$ cat src/rtl/wb_stage_if.sv
// GPR write-port bundle between the writeback stage (master) and the GPR file (slave).
// A write commits on any cycle where rd_wr is high; rd_addr/rd_data are stable otherwise.
interface rbus #(
  parameter int RSZ     = 32,
  parameter int GPR_ASZ = 5
);
  logic               rd_wr;
  logic [GPR_ASZ-1:0] rd_addr;
  logic [RSZ-1:0]     rd_data;

  modport master (output rd_wr, output rd_addr, output rd_data);
  modport slave  (input  rd_wr, input  rd_addr, input  rd_data);
endinterface

$ cat src/rtl/wb_stage.sv
// Writeback: retires MEM instructions into the GPR file. Rd_wr follows accept (non-load) or dc_ld_valid (load) by one cycle.
// mem_ready drops only while a load waits for D$ data; throughput is one retire per cycle otherwise.
module wb_stage #(
  parameter int RSZ     = 32,
  parameter int GPR_ASZ = 5,
  parameter int CNT_SZ  = 64
) (
  input  logic               clk_in,
  input  logic               reset_in,
  input  logic               mem_valid,
  output logic               mem_ready,
  input  logic               mem_rd_wr,
  input  logic [GPR_ASZ-1:0] mem_rd_addr,
  input  logic [RSZ-1:0]     mem_alu_data,
  input  logic               mem_is_load,
  input  logic [1:0]         mem_ld_size,
  input  logic               mem_ld_unsigned,
  input  logic [1:0]         mem_ld_off,
  input  logic               dc_ld_valid,
  input  logic [RSZ-1:0]     dc_ld_data,
  input  logic               dc_ld_err,
  rbus.master                gpr_bus,
  output logic               ld_pending,
  output logic [GPR_ASZ-1:0] ld_pending_addr,
  output logic               ld_fault,
  output logic [CNT_SZ-1:0]  instret
);

  typedef enum logic [1:0] {EMPTY, WAIT_LD, WRITE} state_t;

  state_t             state_q, state_d;
  logic               rd_wr_q, rd_wr_d;
  logic [GPR_ASZ-1:0] rd_addr_q, rd_addr_d;
  logic [RSZ-1:0]     rd_data_q, rd_data_d;
  logic               pend_wr_q, pend_wr_d;
  logic [GPR_ASZ-1:0] pend_rd_q, pend_rd_d;
  logic [1:0]         pend_size_q, pend_size_d;
  logic               pend_uns_q, pend_uns_d;
  logic [1:0]         pend_off_q, pend_off_d;
  logic               ld_fault_q, ld_fault_d;
  logic [CNT_SZ-1:0]  instret_q, instret_d;

  logic               retire;
  logic               ret_wr;
  logic [GPR_ASZ-1:0] ret_addr;
  logic [RSZ-1:0]     ret_data;

  function automatic logic [RSZ-1:0] ld_format(input logic [1:0] size, input logic uns,
                                               input logic [1:0] off, input logic [RSZ-1:0] data);
    logic [7:0]  b;
    logic [15:0] h;
    logic [RSZ-1:0] r;
    case (off)
      2'd0:    b = data[7:0];
      2'd1:    b = data[15:8];
      2'd2:    b = data[23:16];
      default: b = data[31:24];
    endcase
    h = off[1] ? data[31:16] : data[15:0];
    case (size)
      2'd0:    r = {{(RSZ-8){b[7] & ~uns}}, b};
      2'd1:    r = {{(RSZ-16){h[15] & ~uns}}, h};
      default: r = data;
    endcase
    return r;
  endfunction

  always_comb begin
    state_d     = state_q;
    rd_wr_d     = 1'b0;
    rd_addr_d   = rd_addr_q;
    rd_data_d   = rd_data_q;
    pend_wr_d   = pend_wr_q;
    pend_rd_d   = pend_rd_q;
    pend_size_d = pend_size_q;
    pend_uns_d  = pend_uns_q;
    pend_off_d  = pend_off_q;
    ld_fault_d  = 1'b0;
    instret_d   = instret_q;
    retire      = 1'b0;
    ret_wr      = 1'b0;
    ret_addr    = '0;
    ret_data    = '0;

    case (state_q)
      WAIT_LD: begin
        if (dc_ld_err) begin
          state_d    = EMPTY;
          ld_fault_d = 1'b1;
        end else if (dc_ld_valid) begin
          retire   = 1'b1;
          ret_wr   = pend_wr_q;
          ret_addr = pend_rd_q;
          ret_data = ld_format(pend_size_q, pend_uns_q, pend_off_q, dc_ld_data);
        end
      end
      default: begin
        // EMPTY and WRITE share the accept rules, giving back-to-back retires.
        state_d = EMPTY;
        if (mem_valid) begin
          if (!mem_is_load) begin
            retire   = 1'b1;
            ret_wr   = mem_rd_wr;
            ret_addr = mem_rd_addr;
            ret_data = mem_alu_data;
          end else if (dc_ld_err) begin
            ld_fault_d = 1'b1;
          end else if (dc_ld_valid) begin
            retire   = 1'b1;
            ret_wr   = mem_rd_wr;
            ret_addr = mem_rd_addr;
            ret_data = ld_format(mem_ld_size, mem_ld_unsigned, mem_ld_off, dc_ld_data);
          end else begin
            state_d     = WAIT_LD;
            pend_wr_d   = mem_rd_wr;
            pend_rd_d   = mem_rd_addr;
            pend_size_d = mem_ld_size;
            pend_uns_d  = mem_ld_unsigned;
            pend_off_d  = mem_ld_off;
          end
        end
      end
    endcase

    if (retire) begin
      state_d   = WRITE;
      instret_d = instret_q + 1'b1;
      // Address/data only move on a real write so the bus holds its last write otherwise.
      if (ret_wr && (ret_addr != '0)) begin
        rd_wr_d   = 1'b1;
        rd_addr_d = ret_addr;
        rd_data_d = ret_data;
      end
    end
  end

  always_ff @(posedge clk_in) begin
    if (reset_in) begin
      state_q     <= EMPTY;
      rd_wr_q     <= 1'b0;
      rd_addr_q   <= '0;
      rd_data_q   <= '0;
      pend_wr_q   <= 1'b0;
      pend_rd_q   <= '0;
      pend_size_q <= '0;
      pend_uns_q  <= 1'b0;
      pend_off_q  <= '0;
      ld_fault_q  <= 1'b0;
      instret_q   <= '0;
    end else begin
      state_q     <= state_d;
      rd_wr_q     <= rd_wr_d;
      rd_addr_q   <= rd_addr_d;
      rd_data_q   <= rd_data_d;
      pend_wr_q   <= pend_wr_d;
      pend_rd_q   <= pend_rd_d;
      pend_size_q <= pend_size_d;
      pend_uns_q  <= pend_uns_d;
      pend_off_q  <= pend_off_d;
      ld_fault_q  <= ld_fault_d;
      instret_q   <= instret_d;
    end
  end

  assign mem_ready       = (state_q != WAIT_LD);
  assign ld_pending      = (state_q == WAIT_LD);
  assign ld_pending_addr = (state_q == WAIT_LD) ? pend_rd_q : '0;
  assign ld_fault        = ld_fault_q;
  assign instret         = instret_q;
  assign gpr_bus.rd_wr   = rd_wr_q;
  assign gpr_bus.rd_addr = rd_addr_q;
  assign gpr_bus.rd_data = rd_data_q;

endmodule

$ cat src/flat_wrapper.sv
// flat-port wrapper written by rule: the top's interface ports become plain ports
module wb_stage_flat 
#(
  parameter int RSZ     = 32,
  parameter int GPR_ASZ = 5,
  parameter int CNT_SZ  = 64
)
  (clk_in, reset_in, mem_valid, mem_ready, mem_rd_wr, mem_rd_addr, mem_alu_data, mem_is_load, mem_ld_size, mem_ld_unsigned, mem_ld_off, dc_ld_valid, dc_ld_data, dc_ld_err, ld_pending, ld_pending_addr, ld_fault, instret, gpr_bus_rd_wr, gpr_bus_rd_addr, gpr_bus_rd_data);
  rbus #(.RSZ(RSZ), .GPR_ASZ(GPR_ASZ)) gpr_bus_i ();
  input  logic clk_in;
  input  logic reset_in;
  input  logic mem_valid;
  output logic mem_ready;
  input  logic mem_rd_wr;
  input  logic [GPR_ASZ-1:0] mem_rd_addr;
  input  logic [RSZ-1:0] mem_alu_data;
  input  logic mem_is_load;
  input  logic [1:0] mem_ld_size;
  input  logic mem_ld_unsigned;
  input  logic [1:0] mem_ld_off;
  input  logic dc_ld_valid;
  input  logic [RSZ-1:0] dc_ld_data;
  input  logic dc_ld_err;
  output logic ld_pending;
  output logic [GPR_ASZ-1:0] ld_pending_addr;
  output logic ld_fault;
  output logic [CNT_SZ-1:0] instret;
  output wire logic [$bits(gpr_bus_i.rd_wr)-1:0] gpr_bus_rd_wr;
  output wire logic [$bits(gpr_bus_i.rd_addr)-1:0] gpr_bus_rd_addr;
  output wire logic [$bits(gpr_bus_i.rd_data)-1:0] gpr_bus_rd_data;
  assign gpr_bus_rd_wr = gpr_bus_i.rd_wr;
  assign gpr_bus_rd_addr = gpr_bus_i.rd_addr;
  assign gpr_bus_rd_data = gpr_bus_i.rd_data;
  wb_stage #(.RSZ(RSZ), .GPR_ASZ(GPR_ASZ), .CNT_SZ(CNT_SZ)) u_core (.clk_in(clk_in), .reset_in(reset_in), .mem_valid(mem_valid), .mem_ready(mem_ready), .mem_rd_wr(mem_rd_wr), .mem_rd_addr(mem_rd_addr), .mem_alu_data(mem_alu_data), .mem_is_load(mem_is_load), .mem_ld_size(mem_ld_size), .mem_ld_unsigned(mem_ld_unsigned), .mem_ld_off(mem_ld_off), .dc_ld_valid(dc_ld_valid), .dc_ld_data(dc_ld_data), .dc_ld_err(dc_ld_err), .gpr_bus(gpr_bus_i), .ld_pending(ld_pending), .ld_pending_addr(ld_pending_addr), .ld_fault(ld_fault), .instret(instret));
endmodule
$ cat config.mk
export PLATFORM = sky130hd
export DESIGN_NAME = wb_stage_flat
export DESIGN_NICKNAME = d
export VERILOG_FILES = /design/src/rtl/wb_stage_if.sv /design/src/rtl/wb_stage.sv /design/src/flat_wrapper.sv
export SDC_FILE = /design/constraint.sdc
export NUM_CORES = 1
export LEC_CHECK = 0
export BUFFER_PORTS_ARGS = -buffer_cell sky130_fd_sc_hd__buf_2
export CAP_MARGIN = 10
export CORE_ASPECT_RATIO = 0.5
export CORE_MARGIN = 8
export CORE_UTILIZATION = 39
export CTS_CLUSTER_SIZE = 25
export DETAILED_ROUTE_END_ITERATION = 16
export HOLD_SLACK_MARGIN = 0.1
export PLACE_DENSITY = 0.7
export SYNTH_ARGS = -nofsm -noshare
export SYNTH_HDL_FRONTEND = slang
export SYNTH_SLANG_ARGS = --single-unit
$ cat constraint.sdc
create_clock -name clk_in -period 2.1 [get_ports clk_in]
set_input_delay 0.42 -clock clk_in [delete_from_list [all_inputs] [get_ports clk_in]]
set_output_delay 0.42 -clock clk_in [all_outputs]
set_load 0.02 [all_outputs]
==> metrics <==
1st-iter DRT viols between 500 and 600; Final Skew 0.008254 ns; combinational share of power 12.8%; Seq. cell area 2350 um^2; # setup viols final 5; Port Buf Inserts 190; residual DRC count 0; portion of netlist area occupied by mux cells between 5 and 6%; CP endpoint kind flip-flop; Setup WS pre-CTS -0.1343 ns; Layout Area Growth over Synthesis 38.54%; dpl hpwl 18,030 um; Critical Path Start Type flip-flop; placer congestion estimate 0.9438; via count ~8,000; largest net degree at the start of global routing 50; post-synth cell types 61; gr ovfl total 0; initial core utilization 39.59%; Period Utilization, post-route 100.7%; register area share after synthesis approximately 34%; worst path required time 2.44 ns; Avg WL per Cell 18.94 um; Slew @ Worst Pin 0.5535 ns; clock sinks around 120; Core Box Area 17,230 um^2; worst hold path type input pin to flip-flop; synthesized instance count 872; gr usage total about 22%; EDFF count, synth 0; Vias per Instance 5.903; Final min period 2.115 ns; Clk pwr share 48.2%; max_cap viols 0; Diodes inserted 0; largest area contributor in the netlist dfxtp_1; Synth top area share 34.04%; Sw Share 28.08%; Seq cells post-synth 116; synth warn 0; Ports 191; Core Rows 34; # fillers 1,609; FMAX 472.8 MHz; power density cells ~620 nW/um^2; Pint 4.207 mW; dpl cell area 8603 um^2; RSZ-0062 raised after global routing yes; Clock Tree Buf Depth 2; WS Path Type flip-flop to flip-flop; Final Slew Violations 0; failing checks negative setup slack; Power, Total 5.850 mW; cell leakage power around 4 nW; Max FO, Critical Path 7; post-route setup slack -0.01526 ns; post-synthesis adder-cell area fraction less than 1%; switching pwr 1.642 mW; Die Area 22,240 um^2; fin nets 1,186; Clock transition at path regs 0.06 ns; Slew headroom 63.01%; post-synthesis compound-gate area fraction 25.81%; top post-synthesis cells by count dfxtp_1 (116), a21oi_1 (95), nor2_1 (91); insertion delay to the later sink of the worst-skew pair 0.41 ns; Post-Synth Simple-Gate Area 27.26%; Setup TNS -0.03816 ns; Root Buffer clkbuf_16; design area 9450 um^2; multi-input logic area 4404 um^2; Reg power frac 39.0%; leading cell type by number of instances after synthesis dfxtp_1; H-tree depth 4; Die Wd between 200 and 250 um; final WL around 26,000 um; Post-Synthesis Net Count roughly 950; Pre-antenna DRT Iters 8; largest cells by area after synthesis dfxtp_1 (34%), a21oi_1 (7.0%), nor2_1 (5.0%), a211oi_1 (5.0%), or4_1 (4.4%); Post-CTS Hold Buffers 0; Top FF cell, synth dfxtp_1; number of buffers created by CTS 17; mapped cell area 6822 um^2; worst vdd ir 0.5684 mV; Syn Area/Cell a little under 8 um^2; Antenna Nets Post-Route 0; Hold Fails Final Rpt 0; Async SR Flop Fraction 0%; TritonCTS clock tree done; die height between 100 and 150 um; main combinational cell family by area after synthesis simple AND/OR/NAND/NOR gates; share of cells above drive strength 1 36.44%; status finished, violations left; vias in the first global route slightly below 8,000; first-pass GRT wire length 40,640 um; XOR/XNOR share of the synthesized area 1.798%; antenna violations before repair 0; WP data arrival around 2.5 ns
==> power groups by stage <==
stage / combinational [mW] / sequential, mW / clock [mW]
detailed placement: 0.732 / 2.33 / 0
finish: 0.748 / 2.28 / 2.82
global route: 0.807 / 2.29 / 2.97
floorplan: 0.340 / 2.38 / 0
global placement: 0.719 / 2.33 / 0
CTS: 0.736 / 2.28 / 2.86
==> cells by family (layout without fill, tap and decap cells) <==
group,after synthesis,after routing
AO/OA/AOI/OAI,265,265
XOR/XNOR,14,14
adder cells (fa/ha/maj),1,1
buffers and inverters,96,338
flip-flops,116,116
multiplexers,35,35
AND/OR/NAND/NOR,345,348
==> per-layer routing <==
layer,GRT usage (%),wire length (um),vias up
li1,-,-,3786
met1,27.61,10920,3840
met2,38.00,12490,307
met3,3.971,1667,42
met4,8.389,500,0
met5,0,0,-
==> what timing repair did <==
action	in CTS	in global routing
gates cloned	4	0
setup endpoints to repair	30	73
pin swaps	30	24
gates resized for setup	9	40
setup buffers	3	4
==> state kept, by name (all words and copies together), names as in the netlist, 2 cells and up <==
name,count
u_core.state_q,2
u_core.pend_off_q,2
u_core.gpr_bus.rd_data,32
u_core.pend_rd_q,5
u_core.instret,64
u_core.gpr_bus.rd_addr,5
u_core.pend_size_q,2
==> placed cells by master (no fill, tap or decap), types with 5 or more instances in the layout <==
master / synthesis / final
a211oi_1: 45 / 45
a21oi_1: 95 / 78
a21oi_2: 0 / 17
a221oi_1: 13 / 13
a222oi_1: 5 / 5
a311oi_1: 9 / 9
and2_1: 9 / 9
and3_1: 18 / 18
buf_12: 0 / 7
buf_2: 6 / 189
buf_4: 0 / 84
clkbuf_16: 0 / 17
dfxtp_1: 116 / 102
dfxtp_2: 0 / 10
inv_1: 22 / 22
mux2_2: 13 / 13
mux2i_1: 21 / 21
nand2_1: 45 / 45
nand2b_1: 9 / 8
nand3_1: 22 / 22
nand4_1: 19 / 19
nor2_1: 91 / 90
nor2b_1: 13 / 13
nor3_1: 29 / 27
nor4_1: 10 / 6
o211ai_1: 9 / 9
o21ai_0: 18 / 18
o22ai_1: 8 / 8
o31ai_1: 37 / 33
o41ai_1: 5 / 5
or2_2: 6 / 6
or3_1: 15 / 14
or4_1: 40 / 27
or4_4: 1 / 14
xnor2_1: 11 / 11
==> through the flow <==
stage / instances / utilization [%] / hold slack (ns)
after floorplan: 872 / - / 0.4637
after global placement: 1308 / 49.93 / 0.4720
after detailed placement: 1308 / 49.93 / 0.4839
after CTS: 1347 / 53.78 / 0.2346
after global routing: 1351 / 54.85 / 0.2472
final: 1351 / 54.85 / 0.2506
==> final timing paths <==
check	start	to	slack, ns	cells after the start
worst max-delay path	u_core.instret[15]$_SDFFE_PP0P_	u_core.instret[55]$_SDFFE_PP0P_	-0.02	6
worst min-delay path	dc_ld_valid	u_core.state_q[0]$_SDFFE_PP0P_	0.25	2
worst max register to register	u_core.instret[15]$_SDFFE_PP0P_	u_core.instret[55]$_SDFFE_PP0P_	-0.02	6
worst min register to register	u_core.gpr_bus.rd_addr[4]$_SDFFE_PP0P_	u_core.gpr_bus.rd_addr[4]$_SDFFE_PP0P_	0.49	2
==> layout make-up <==
type | count | area share [%]
clock buffer | 18 | 4.647
clock inverter | 14 | 1.350
inverter | 23 | 0.9135
multi-input combinational | 663 | 46.60
sequential | 116 | 24.86
tap | 234 | 3.098
timing repair buffer | 283 | 18.52
==> worst max-delay path: stages, from the launching register on <==
cell and delay (ns):
dfxtp_4 0.34, nand4_1 0.12, or4_4 0.59, nand4bb_4 0.28, buf_6 0.16, or4_4 0.41
a21oi_2 0.14
(Power assumes the default switching activity.)
